$ cat src/rtl/router_pkg.sv
// Shared constants for the 1x3 router sync controller: port count, address codes,
// and default timeout sizing.
package router_pkg;

  localparam int NUM_PORTS          = 3;
  localparam int DEF_TIMEOUT_CYCLES = 30;
  localparam int DEF_CNT_W          = 5;

  typedef enum logic [1:0] {
    ADDR_P0      = 2'b00,
    ADDR_P1      = 2'b01,
    ADDR_P2      = 2'b10,
    ADDR_INVALID = 2'b11
  } addr_e;

  function automatic logic addr_valid(input logic [1:0] addr);
    return int'(addr) < NUM_PORTS;
  endfunction

endpackage

$ cat src/rtl/router_timeout_ctr.sv
// Per-port stall counter: fires a single-cycle soft_reset after TIMEOUT_CYCLES
// consecutive stalled cycles.
module router_timeout_ctr
  import router_pkg::*;
#(
  parameter int TIMEOUT_CYCLES = DEF_TIMEOUT_CYCLES,
  parameter int CNT_W          = DEF_CNT_W
) (
  input  logic i_clock,
  input  logic i_reset,
  input  logic i_stall,
  output logic o_soft_reset
);

  localparam logic [CNT_W-1:0] LP_LAST = CNT_W'(TIMEOUT_CYCLES - 1);

  logic [CNT_W-1:0] r_cnt;
  logic             r_soft_reset;

  // The pulse cycle itself always clears the count, so back-to-back stalls
  // re-arm from zero after each pulse.
  always_ff @(posedge i_clock or posedge i_reset) begin
    if (i_reset) begin
      r_cnt        <= '0;
      r_soft_reset <= 1'b0;
    end else if (r_soft_reset || !i_stall) begin
      r_cnt        <= '0;
      r_soft_reset <= 1'b0;
    end else if (r_cnt == LP_LAST) begin
      r_cnt        <= '0;
      r_soft_reset <= 1'b1;
    end else begin
      r_cnt        <= r_cnt + 1'b1;
      r_soft_reset <= 1'b0;
    end
  end

  assign o_soft_reset = r_soft_reset;

endmodule

$ cat src/rtl/router_sync_ctrl.sv
// Glue between the router FSM and its three output FIFOs: address latch, write
// steering, full-flag mux, valid outputs and per-port read timeouts.
module router_sync_ctrl
  import router_pkg::*;
#(
  parameter int TIMEOUT_CYCLES = DEF_TIMEOUT_CYCLES,
  parameter int CNT_W          = DEF_CNT_W
) (
  input  logic                 i_clock,
  input  logic                 i_reset,
  input  logic                 i_detect_add,
  input  logic [1:0]           i_data_in,
  input  logic                 i_write_enb_reg,
  input  logic [NUM_PORTS-1:0] i_fifo_full_in,
  input  logic [NUM_PORTS-1:0] i_fifo_empty,
  input  logic [NUM_PORTS-1:0] i_read_enb,
  output logic [NUM_PORTS-1:0] o_write_enb,
  output logic                 o_fifo_full,
  output logic [NUM_PORTS-1:0] o_vld_out,
  output logic [NUM_PORTS-1:0] o_soft_reset,
  output logic                 o_addr_err
);

  addr_e                r_addr;
  logic                 r_addr_err;
  logic [NUM_PORTS-1:0] w_stall;

  always_ff @(posedge i_clock or posedge i_reset) begin
    if (i_reset) begin
      r_addr     <= ADDR_P0;
      r_addr_err <= 1'b0;
    end else begin
      r_addr_err <= i_detect_add && !addr_valid(i_data_in);
      if (i_detect_add) begin
        r_addr <= addr_e'(i_data_in);
      end
    end
  end

  // An invalid latched address drops writes and masks full so the FSM cannot stall on it.
  always_comb begin
    o_write_enb = '0;
    for (int i = 0; i < NUM_PORTS; i++) begin
      o_write_enb[i] = i_write_enb_reg && (int'(r_addr) == i);
    end
    o_fifo_full = addr_valid(r_addr) ? i_fifo_full_in[r_addr] : 1'b0;
  end

  assign o_vld_out  = ~i_fifo_empty;
  assign w_stall    = o_vld_out & ~i_read_enb;
  assign o_addr_err = r_addr_err;

  for (genvar gi = 0; gi < NUM_PORTS; gi++) begin : g_port
    router_timeout_ctr #(
      .TIMEOUT_CYCLES (TIMEOUT_CYCLES),
      .CNT_W          (CNT_W)
    ) u_ctr (
      .i_clock      (i_clock),
      .i_reset      (i_reset),
      .i_stall      (w_stall[gi]),
      .o_soft_reset (o_soft_reset[gi])
    );
  end

endmodule

$ cat config.mk
export PLATFORM = sky130hd
export DESIGN_NAME = router_sync_ctrl
export DESIGN_NICKNAME = d
export VERILOG_FILES = /design/src/rtl/router_pkg.sv /design/src/rtl/router_timeout_ctr.sv /design/src/rtl/router_sync_ctrl.sv
export SDC_FILE = /design/constraint.sdc
export NUM_CORES = 1
export LEC_CHECK = 0
export CELL_PAD_IN_SITES_DETAIL_PLACEMENT = 1
export CELL_PAD_IN_SITES_GLOBAL_PLACEMENT = 1
export CORE_UTILIZATION = 32
export CTS_CLUSTER_DIAMETER = 50
export DETAILED_ROUTE_END_ITERATION = 16
export MAX_ROUTING_LAYER = met4
export PLACE_DENSITY = 0.73
export SYNTH_ARGS = -nofsm -noshare
export SYNTH_HDL_FRONTEND = slang
export SYNTH_SLANG_ARGS = --single-unit
$ cat constraint.sdc
create_clock -name i_clock -period 1.08 [get_ports i_clock]
set_clock_uncertainty 0.15 [all_clocks]
set_input_delay 0.108 -clock i_clock [delete_from_list [all_inputs] [get_ports i_clock]]
set_output_delay 0.108 -clock i_clock [all_outputs]
set_load 0.05 [all_outputs]
==> Word level (Yosys, flattened, before mapping) <==
Cells that the tools add are included.
{ "word_totals": {"ff_bits": 21, "inputBits": 15, "out_inout_bits": 11, "elab_cells": 49} }
{ "classes": {"addsub": 3, "order_cmp": 3, "eq_ne": 5, "muxes": 15, "n_bitwise": 3, "reduce_logical": 12} }
{ "op_table": {"columns": ["op", "count"], "rows": [
  ["two-way mux 5 bit", 6],
  ["adder 5 x 1 -> 5 bit, second input constant", 3],
  ["equality test 5 bit, second input constant", 3],
  ["two-way mux 1 bit", 8],
  ["inverter 3 bit", 2],
  ["equality test 2 bit, second input constant", 2],
  ["logical AND 1 bit", 4],
  ["zero test 1 bit", 4],
  ["< comparator 2 bit, second input constant", 2],
  ["AND 3 bit", 1],
  ["logical OR 1 bit", 3],
  ["< comparator 2 x 3 -> 1 bit, second input constant", 1],
  ["binary-select mux 1 bit (select 2 bit)", 1],
  ["zero test 2 bit", 1]
]} }

==> Logic depth before layout (Yosys ltp) <==
Gate-level depths: netlist of run 1.
{ "logic_depth": {"ltp_word": 5, "depth_mapped": 5, "mapped_depth_nobuf": 5} }

==> By module <==
From an unflattened synthesis of run 1, not the netlist that was laid out.
{ "hier_totals": {"hier_cells": 89, "area_unflattened_um2": 954.7} }
{ "modules_own_cells": {"columns": ["module", "n_inst", "cells_each", "area_per_inst_um2", "seq_area_each_um2"], "rows": [
  ["router_timeout_ctr", 3, 23, 259.0, 150.1],
  ["router_sync_ctrl", 1, 20, 177.7, 75.1]
]} }

==> Least setup slack after synthesis of run 1 <==
OpenSTA, ideal clock, no wires.
{ "synth_path": {"path_type": "register to output", "from": "reg r_addr[0]", "to": "out o_write_enb[0]", "arrival_ps": 1580, "required_ps": 822, "setup_slack_ps": -758, "stages_incl_launch_ff": 2, "n_path_buf": 0, "path_cell_list": "dfrtp_1 -> nor3b_1"} }
{ "synth_via": {"elab_chain_cells": 2} }
{ "synth_rtl": {"columns": ["element", "line", "text"], "rows": [
  ["start: declaration", "router_sync_ctrl.sv:24", "addr_e r_addr;"],
  ["start signal: assignment", "router_sync_ctrl.sv:35", "r_addr <= addr_e'(i_data_in);"],
  ["zero test 2 bit", "router_sync_ctrl.sv:44", "o_write_enb[i] = i_write_enb_reg && (int'(r_addr) == i);"],
  ["logical AND 1 bit", "router_sync_ctrl.sv:44", null],
  ["end: declaration", "router_sync_ctrl.sv:17", "output logic [NUM_PORTS-1:0] o_write_enb,"]
]} }
Every way passes these cells.

==> Final worst setup path of run 1 <==
{ "layout_path": {"from": "reg r_addr[1]", "to": "out o_write_enb[1]"} }
{ "layout_via": {"elab_chain_cells": 2} }
{ "layout_rtl": {"columns": ["element", "line"], "rows": [
  ["equality test 2 bit", "router_sync_ctrl.sv:44"],
  ["logical AND 1 bit", "router_sync_ctrl.sv:44"]
]} }
Every way passes these cells.

==> flow_summary.yaml, run 1 <==
route:
  first_pass_iters: 10
  postRouteAntennaNets: 0
  wl_per_cell_um: 13.7
  finalWirelength_um: 2100
  vias: 750
  drtIter0Drc: 10
  drcViolationCount: 4
  vias_per_cell: 4.90
power:
  p_per_area_nw_per_um2: 1030
  peakVddDrop_mv: 0.633
  leakage_nw: 0.657
finish:
  drive_gt1_share_pct: 40.2
  nets: 144
  instances_no_fill: 153
  n_antenna_cell: 0
  area_delta_synth_final_pct: 59.9
  nFillCells: 304
  final_util_pct: 54.9
outcome:
  violations: "DRC, hold timing, setup timing"
  status: "finished, violations left"
sta:
  max_freq_ghz: 0.647
  worstMarginPinSlew_ps: 233
  drv_slew: 0
  fin_crit_sh_pct: 143
  holdWs_ps: -7.87
  setup_viol: 26
  fin_ws_ps: -465
  rsz0062_at_grt: "true"
  hold_viol: 3
  min_period_ps: 1540
  max_slew_margin_pct: 84.1
  final.setup.tns_ps: -4890
clock_tree:
  clock_latency_ps: 310
  cts_tree: "yes"
  h-tree-depth: 1
  cts_hold_buf: 1
  clk_path_buf_depth: 2
  cts_buffers: 3
  clock-sinks: 21
  clk_pin_slew_ps: 120
  cts-root-buf: "clkbuf_4"
floorplanning:
  start_util_pct: 34.3
  die_area_um2: 3230
  die_y_um: 56.8
  die_x_um: 56.8
  std_cell_rows: 19
  fp.coreArea_um2: 2810
  ios: 26
place:
  dp_hpwl_um: 1630
  placed_cells: 145
  gp_congestion: 0.735
  preCtsSetupSlack_ps: -220
  numPortBuffers: 25
synth:
  ys_seq_elements: 21
  yosysSeqAreaShare_pct: 54.6
  netlist_area_um2: 962
  netlist_instances: 89
  yosysWarnings: 0
  syn_nets: 110
  synth_cell_types: 19
  syn_avg_cell_area_um2: 10.8
worst_setup_path:
  crit_chain: "buf_12 > and3b_2 > buf_12"
  crit_path_start_kind: "flip-flop"
  crit_cells: 3
  crit_family: "flip-flops"
  required_ps: 820
  crit_arrival_ps: 1290
  critPathSlowestCell: "dfrtp_2"
  slowest_delay_ps: 460
  critPathKind: "flip-flop to primary output"
  path_max_fanout: 4
  rr_worst_depth: 5
  critPathCaptureType: "primary output"
  path_buf_inv: 2
  crit_top_cell: "buf_12"
worst_hold_path:
  min-delay-path-class: "input port to flip-flop"
  hold_depth: 2
global_routing:
  grt_start_max_net_pins: 22
  gr-total-overflow: 0
  grt_usage_pct: 15.4
  grt_pass1_wl_um: 3670
  antenna_found_initial: 0
  grt_pass1_vias: 826
run:
  cap_violations: 0
==> synthesized netlist by cell type <==
cell type,count,share of area (%)
dfrtp_1,21,55
nor2_1,16,6.2
inv_1,7,2.7
ha_1,6,7.8
nand3_1,6,3.1
xor2_1,6,5.5
nand2_1,5,2.0
buf_4,3,2.3
nand4_1,3,2.0
nor4_1,3,2.0
xnor2_1,3,2.7
mux2_2,2,2.3
nor3_2,2,2.1
and3_1,1,0.65
and3b_2,1,1.0
mux2i_1,1,1.0
nor3_1,1,0.52
nor3b_1,1,0.78
o22ai_1,1,0.65
==> report_power, final <==
part	internal (mW)	total, mW	switching [mW]
combinational	0.193	0.366	0.174
clock	0.138	0.378	0.240
sequential	0.807	0.837	0.0299
==> flip-flops by register name, indices dropped and copies added, names as in the netlist <==
name and flops:
g_port.u_ctr.r_cnt 15, r_addr 2, g_port.u_ctr.o_soft_reset 3, o_addr_err 1
==> layout make-up <==
| type | count | area [um^2] | share of cell area [%] |
|---|---|---|---|
| multi-input combinational | 58 | 478 | 31.1 |
| inverter | 7 | 26.3 | 1.71 |
| clock inverter | 1 | 5.00 | 0.325 |
| timing repair buffer | 32 | 440 | 28.6 |
| tap | 31 | 38.8 | 2.52 |
| sequential | 21 | 528 | 34.3 |
| clock buffer | 3 | 22.5 | 1.46 |
==> layout by cell type (no fill, tap or decap), types with 2 or more instances in the layout <==
master / count
dfrtp_1: 19
buf_12: 13
clkdlybuf4s50_1: 11
nor2_1: 10
inv_1: 7
xor2_1: 6
nor2_2: 5
ha_2: 5
nand4_1: 3
nand2_2: 3
nand3_1: 3
xnor2_1: 3
nand3_2: 3
clkbuf_4: 3
dlygate4sd2_1: 3
buf_4: 3
nor3_2: 2
nand2_1: 2
nor4_1: 2
mux2_2: 2
dfrtp_2: 2
==> layer usage <==
metal	vias up	global-route usage, %	part of all wire, %
met2	19	27.2	53
li1	360	-	-
met4	0	3.14	0.90
met1	369	16.8	41
met3	2	5.30	5.5
met5	-	-	0
==> final timing paths <==
check / from / to / slack, ps
hold reg to reg: g_port[2].u_ctr.o_soft_reset / g_port[2].u_ctr.o_soft_reset / 350
hold / removal: i_fifo_empty[0] / g_port[0].u_ctr.o_soft_reset / -8
min in group asynchronous: i_reset / g_port[1].u_ctr.r_cnt[2] / 510
setup / recovery: r_addr[1] / o_write_enb[1] / -460
max in group asynchronous: i_reset / r_addr[0] / 110
setup reg to reg: g_port[1].u_ctr.r_cnt[1] / g_port[1].u_ctr.r_cnt[4] / -180
==> per-stage QoR <==
stage	instance area, um^2	power [mW]
2_1_floorplan	1030	1.00
3_3_place_gp	1440	1.18
3_5_place_dp	1440	1.19
4_1_cts	1520	1.59
5_1_grt	1540	1.67
6_report	1540	1.58
==> what timing repair did <==
item / CTS / global route
buffers inserted: 3 / 0
endpoints found under the hold margin: 24 / 3
setup endpoints to repair: 29 / 26
pin swaps: 1 / 5
gates resized for setup: 5 / 8
==> logic make-up after synthesis <==
| logic type | after synthesis | share of synthesized area (%) |
|---|---|---|
| fa+ha+maj | 6 | 7.80 |
| buf+inv | 10 | 5.07 |
| compound gates | 1 | 0.651 |
| xor+xnor | 9 | 8.19 |
| simple gates | 39 | 20.3 |
| mux | 3 | 3.38 |
| flops | 21 | 54.6 |
Power figures use the tool's default switching activity.
==> run 2: changes to the inputs <==
Settings changed: PLACE_DENSITY 0.73 to 0.7, SLEW_MARGIN from default to 10.
==> run 2 against run 1 <==
  * The run still ends with DRC, hold timing, setup timing left
  * Sequential power barely moved
  * Combinational power rose by 4%
  * Cell count rose by 5.2%
  * Sequential share of layout area fell by 1.4 points
  * Wire length rose by 4.8%
  * Register-to-register slack got worse by 30 ps
  * Critical endpoint is now o_fifo_full
  * Largest cell class unchanged
  * Largest power group unchanged
  * Highest routed layer is now met3
==> flow_summary.yaml, run 2 (synthesized netlist as in run 1, its figures left out) <==
worst_hold_path:
  min-delay-path-class: "input port to flip-flop"
worst_setup_path:
  slowest_delay_ps: 460
  crit_chain: "mux2i_2 > o22ai_4 > buf_12"
  path_max_fanout: 5
  crit_arrival_ps: 1290
  critPathSlowestCell: "dfrtp_2"
  path_buf_inv: 1
  critPathKind: "flip-flop to primary output"
  required_ps: 820
  crit_family: "flip-flops"
  crit_path_start_kind: "flip-flop"
  critPathCaptureType: "primary output"
route:
  wl_per_cell_um: 13.7
  top_layer: "met3"
  drcViolationCount: 2
  drtIter0Drc: 15
  vias_per_cell: 4.71
  postRouteAntennaNets: 0
  finalWirelength_um: 2200
  first_pass_iters: 9
  met2_length_um: 1270
  wl_met1_um: 847
  vias: 759
  dr_wl_met3_um: 91
clock_tree:
  clock-sinks: 21
  cts_tree: "yes"
  cts_buffers: 3
  clock_latency_ps: 310
  clk_pin_slew_ps: 110
  cts_hold_buf: 2
  h-tree-depth: 1
  clk_path_buf_depth: 2
  cts-root-buf: "clkbuf_4"
floorplanning:
  die_y_um: 56.8
  fp.coreArea_um2: 2810
  die_area_um2: 3230
  die_x_um: 56.8
  start_util_pct: 34.3
  ios: 26
  std_cell_rows: 19
sta:
  min_period_ps: 1550
  drv_slew: 0
  fin_crit_sh_pct: 144
  hold_viol: 2
  holdWs_ps: -15.3
  max_slew_margin_pct: 83.1
  fin_ws_ps: -471
  worstMarginPinSlew_ps: 252
  max_freq_ghz: 0.645
  rsz0062_at_grt: "true"
  setup_viol: 27
finish:
  top_register: "g_port.u_ctr.r_cnt"
  layout_commonest_cell: "dfrtp_1"
  n_antenna_cell: 0
  nFillCells: 308
  drive_gt1_share_pct: 46.9
  area_delta_synth_final_pct: 67.1
  nets: 152
  final_cell_mix: "dfrtp_1, buf_12, clkdlybuf4s50_1, buf_4, nor2_2"
  largest_reg_flops: 15
global_routing:
  gr-total-overflow: 0
  grt_usage_pct: 16.4
  grt_start_max_net_pins: 19
  grt_pass1_wl_um: 3950
  antenna_found_initial: 0
  grt_pass1_vias: 879
power:
  p_per_area_nw_per_um2: 995
  peakVddDrop_mv: 0.737
  leakage_nw: 0.694
  power_mw: 1.60
run:
  cap_violations: 0
place:
  numPortBuffers: 25
  gp_congestion: 0.718
  dp_hpwl_um: 1640
outcome:
  status: "finished, violations left"
  violations: "DRC, hold timing, setup timing"
==> run 2: power breakdown <==
part / internal, mW / switching [mW]
sequential: 0.807 / 0.0277
clock: 0.138 / 0.245
combinational: 0.202 / 0.180
==> run 2: stage by stage <==
| stage | TNS [ps] | cell area (um^2) | worst slack (ps) | cells | util, % |
|---|---|---|---|---|---|
| after floorplan | -368 | 1030 | -133 | 89 | - |
| after global placement | -3060 | 1440 | -164 | 145 | 51.3 |
| after detailed placement | -3780 | 1440 | -221 | 145 | 51.3 |
| after CTS | -4480 | 1560 | -487 | 160 | 55.6 |
| after global routing | -6700 | 1610 | -522 | 161 | 57.3 |
| final | -4720 | 1610 | -471 | 161 | 57.3 |
==> run 2: path summary, 6_finish.rpt <==
check,from,cells past startpoint,to,slack [ps]
worst max-delay path,r_addr[1],3,o_fifo_full,-470
max in group asynchronous,i_reset,4,r_addr[1],90
min in group asynchronous,i_reset,3,g_port[2].u_ctr.r_cnt[0],370
worst min register to register,g_port[0].u_ctr.r_cnt[4],2,g_port[0].u_ctr.r_cnt[4],430
worst min-delay path,i_fifo_empty[2],2,g_port[2].u_ctr.o_soft_reset,-20
worst max register to register,g_port[1].u_ctr.r_cnt[1],5,g_port[1].u_ctr.r_cnt[4],-210
==> run 2: cell type report <==
cell class	instances	area, um^2	area share, %
multi-input combinational	58	495	30.8
clock inverter	1	5.00	0.311
clock buffer	3	22.5	1.40
sequential	21	529	32.9
timing repair buffer	40	490	30.5
tap	31	38.8	2.41
inverter	7	26.3	1.63
==> run 2: timing repair <==
| item | CTS | global route |
|---|---|---|
| resized for setup | 6 | 13 |
| pin swaps | 3 | 9 |
| hold endpoints to repair | 6 | 2 |
| endpoints found under the setup margin | 29 | 27 |
| setup buffers | 9 | 1 |
==> run 2: per-layer routing <==
metal | vias to the layer above | global-route usage [%]
met3 | 0 | 5.07
met1 | 372 | 18.4
met4 | 0 | 1.05
li1 | 373 | -
met5 | - | -
met2 | 14 | 30.1
==> run 3: changes to the inputs <==
--- a/constraint.sdc
+++ b/constraint.sdc
@@ -3,3 +3,3 @@
 set_input_delay 0.108 -clock i_clock [delete_from_list [all_inputs] [get_ports i_clock]]
 set_output_delay 0.108 -clock i_clock [all_outputs]
-set_load 0.05 [all_outputs]
+set_load 0.1 [all_outputs]
==> run 3 against run 2 <==
  * The run ends with DRC, setup timing left
  * Combinational power increased by 20%
  * Cell area is 0.54% lower
  * Via count grew 2.1%
  * Clock power shrank 4%
  * Cell count did not move
  * First-iteration DRC count up 27%
  * Utilization down 0.31 points
  * Largest cell class unchanged
  * Highest routed layer is now met4
  * Critical path depth unchanged
  * Worst setup slack lost 43 ps
  * Count of clock-buffer cells in the layout up 1
  * Wire length up 5.1%
==> flow_summary.yaml, run 3 (synthesized netlist as in run 1, its figures left out) <==
route:
  first_pass_iters: 9
  vias_per_cell: 4.81
  vias: 775
  finalWirelength_um: 2320
  drtIter0Drc: 19
  postRouteAntennaNets: 0
  drcViolationCount: 2
  wl_per_cell_um: 14.4
place:
  placed_cells: 148
  numPortBuffers: 25
  dp_hpwl_um: 1850
  gp_congestion: 0.739
sta:
  holdWs_ps: 7.11
  fin_ws_ps: -514
  setup_viol: 27
  max_freq_ghz: 0.627
  worstMarginPinSlew_ps: 219
  fin_crit_sh_pct: 148
  drv_slew: 0
  min_period_ps: 1590
  max_slew_margin_pct: 85.1
  final.setup.tns_ps: -5080
  rsz0062_at_grt: "true"
  hold_viol: 0
run:
  cap_violations: 0
power:
  power.share.combinational_pct: 27.5
  switching_share_pct: 30.6
  clkPwrFrac_pct: 22.1
  p_int_mw: 1.15
  peakVddDrop_mv: 0.669
  pwr-share-seq_pct: 50.3
  p_per_area_nw_per_um2: 1040
  leakage_nw: 0.684
  p_sw_mw: 0.509
  power_mw: 1.66
outcome:
  status: "finished, violations left"
  violations: "DRC, setup timing"
finish:
  drive_gt1_share_pct: 46.9
  instances_no_fill: 161
  n_antenna_cell: 0
  final_cell_mix: "dfrtp_1, buf_4, clkdlybuf4s50_1, buf_12, nor2_1"
  top_register: "g_port.u_ctr.r_cnt"
  final_util_pct: 57.0
  layout_commonest_cell: "dfrtp_1"
  nets: 152
  largest_reg_flops: 15
  area_delta_synth_final_pct: 66.2
worst_setup_path:
  crit_family: "flip-flops"
  critPathKind: "flip-flop to primary output"
  crit_arrival_ps: 1340
  path_max_fanout: 5
  critPathCaptureType: "primary output"
  critPathSlowestCell: "dfrtp_2"
  path_buf_inv: 1
  crit_path_start_kind: "flip-flop"
  crit_chain: "mux2i_2 > o22ai_4 > buf_12"
  required_ps: 820
  slowest_delay_ps: 460
clock_tree:
  clock_latency_ps: 300
  clk_pin_slew_ps: 110
  cts-root-buf: "clkbuf_4"
  cts_tree: "yes"
  clk_path_buf_depth: 2
  cts_buffers: 3
  h-tree-depth: 1
  clock-sinks: 21
floorplanning:
  die_y_um: 56.8
  std_cell_rows: 19
  ios: 26
  fp.coreArea_um2: 2810
  die_area_um2: 3230
  die_x_um: 56.8
  start_util_pct: 34.3
global_routing:
  gr-total-overflow: 0
  grt_start_max_net_pins: 12
  antenna_found_initial: 0
  grt_usage_pct: 16.6
  grt_pass1_wl_um: 3950
  grt_pass1_vias: 902
worst_hold_path:
  min-delay-path-class: "input port to flip-flop"
## run 3: cell types whose count changed in the layout (fill, tap and decap cells not counted), moves of 2 or more
| cell | before | now |
|---|---|---|
| dfrtp_1 | 18 | 16 |
| dfrtp_2 | 3 | 5 |
| nor2_1 | 7 | 9 |
| nor2_2 | 8 | 6 |
## run 3: routing by layer
metal / share of wire [%] / track usage [%] / wire [um]
met5: 0 / - / 0
met4: 1.1 / 3.14 / 25
met3: 2.7 / 3.46 / 63
met1: 37 / 17.2 / 852
met2: 59 / 32.3 / 1380
## run 3: power by group through the flow
stage                     logic, mW  clock network, mW  registers (mW)
after floorplan               0.220                  0           0.860
after global placement        0.409                  0           0.853
after detailed placement      0.422                  0           0.856
after CTS                     0.439              0.396           0.838
after global routing          0.480              0.420           0.841
final                         0.458              0.368           0.836
## run 3: worst paths after layout
path | from | endpoint | slack [ps] | cells past startpoint
setup / recovery | r_addr[1] | o_fifo_full | -510 | 3
hold / removal | i_fifo_empty[1] | g_port[1].u_ctr.o_soft_reset | 7 | 2
setup reg to reg | g_port[0].u_ctr.r_cnt[1] | g_port[0].u_ctr.r_cnt[4] | -200 | 5
hold reg to reg | g_port[2].u_ctr.r_cnt[0] | g_port[2].u_ctr.r_cnt[0] | 350 | 1
max in group asynchronous | i_reset | g_port[2].u_ctr.r_cnt[0] | 90 | 4
min in group asynchronous | i_reset | o_addr_err | 520 | 4
## run 3: final cells by class
type / instances / area, um^2
Multi-Input combinational cell: 58 / 497
Tap cell: 31 / 38.8
Clock buffer: 4 / 26.3
Inverter: 7 / 26.3
Timing Repair Buffer: 40 / 479
Sequential cell: 21 / 532
Fill cell: 293 / 1210
## run 3: what timing repair did
item                                    4_1_cts  5_1_grt
hold buffers                                  1        0
endpoints found under the setup margin       29       26
resized for setup                             9       10
pin swaps                                     5        7
setup buffers                                 6        2
hold endpoints to repair                     23        0
## run 3: worst reg2reg max path, stage by stage (launching register included)
cell and delay (ps):
dfrtp_1 400, buf_4 150, ha_4 160, nand3_2 70
xor2_1 190, nor2_2 60
## run 3: through the flow
| stage | instance area (um^2) | worst slack, ps |
|---|---|---|
| 2_1_floorplan | 1030 | -486 |
| 3_3_place_gp | 1450 | -206 |
| 3_5_place_dp | 1450 | -244 |
| 4_1_cts | 1550 | -542 |
| 5_1_grt | 1600 | -564 |
| 6_report | 1600 | -514 |
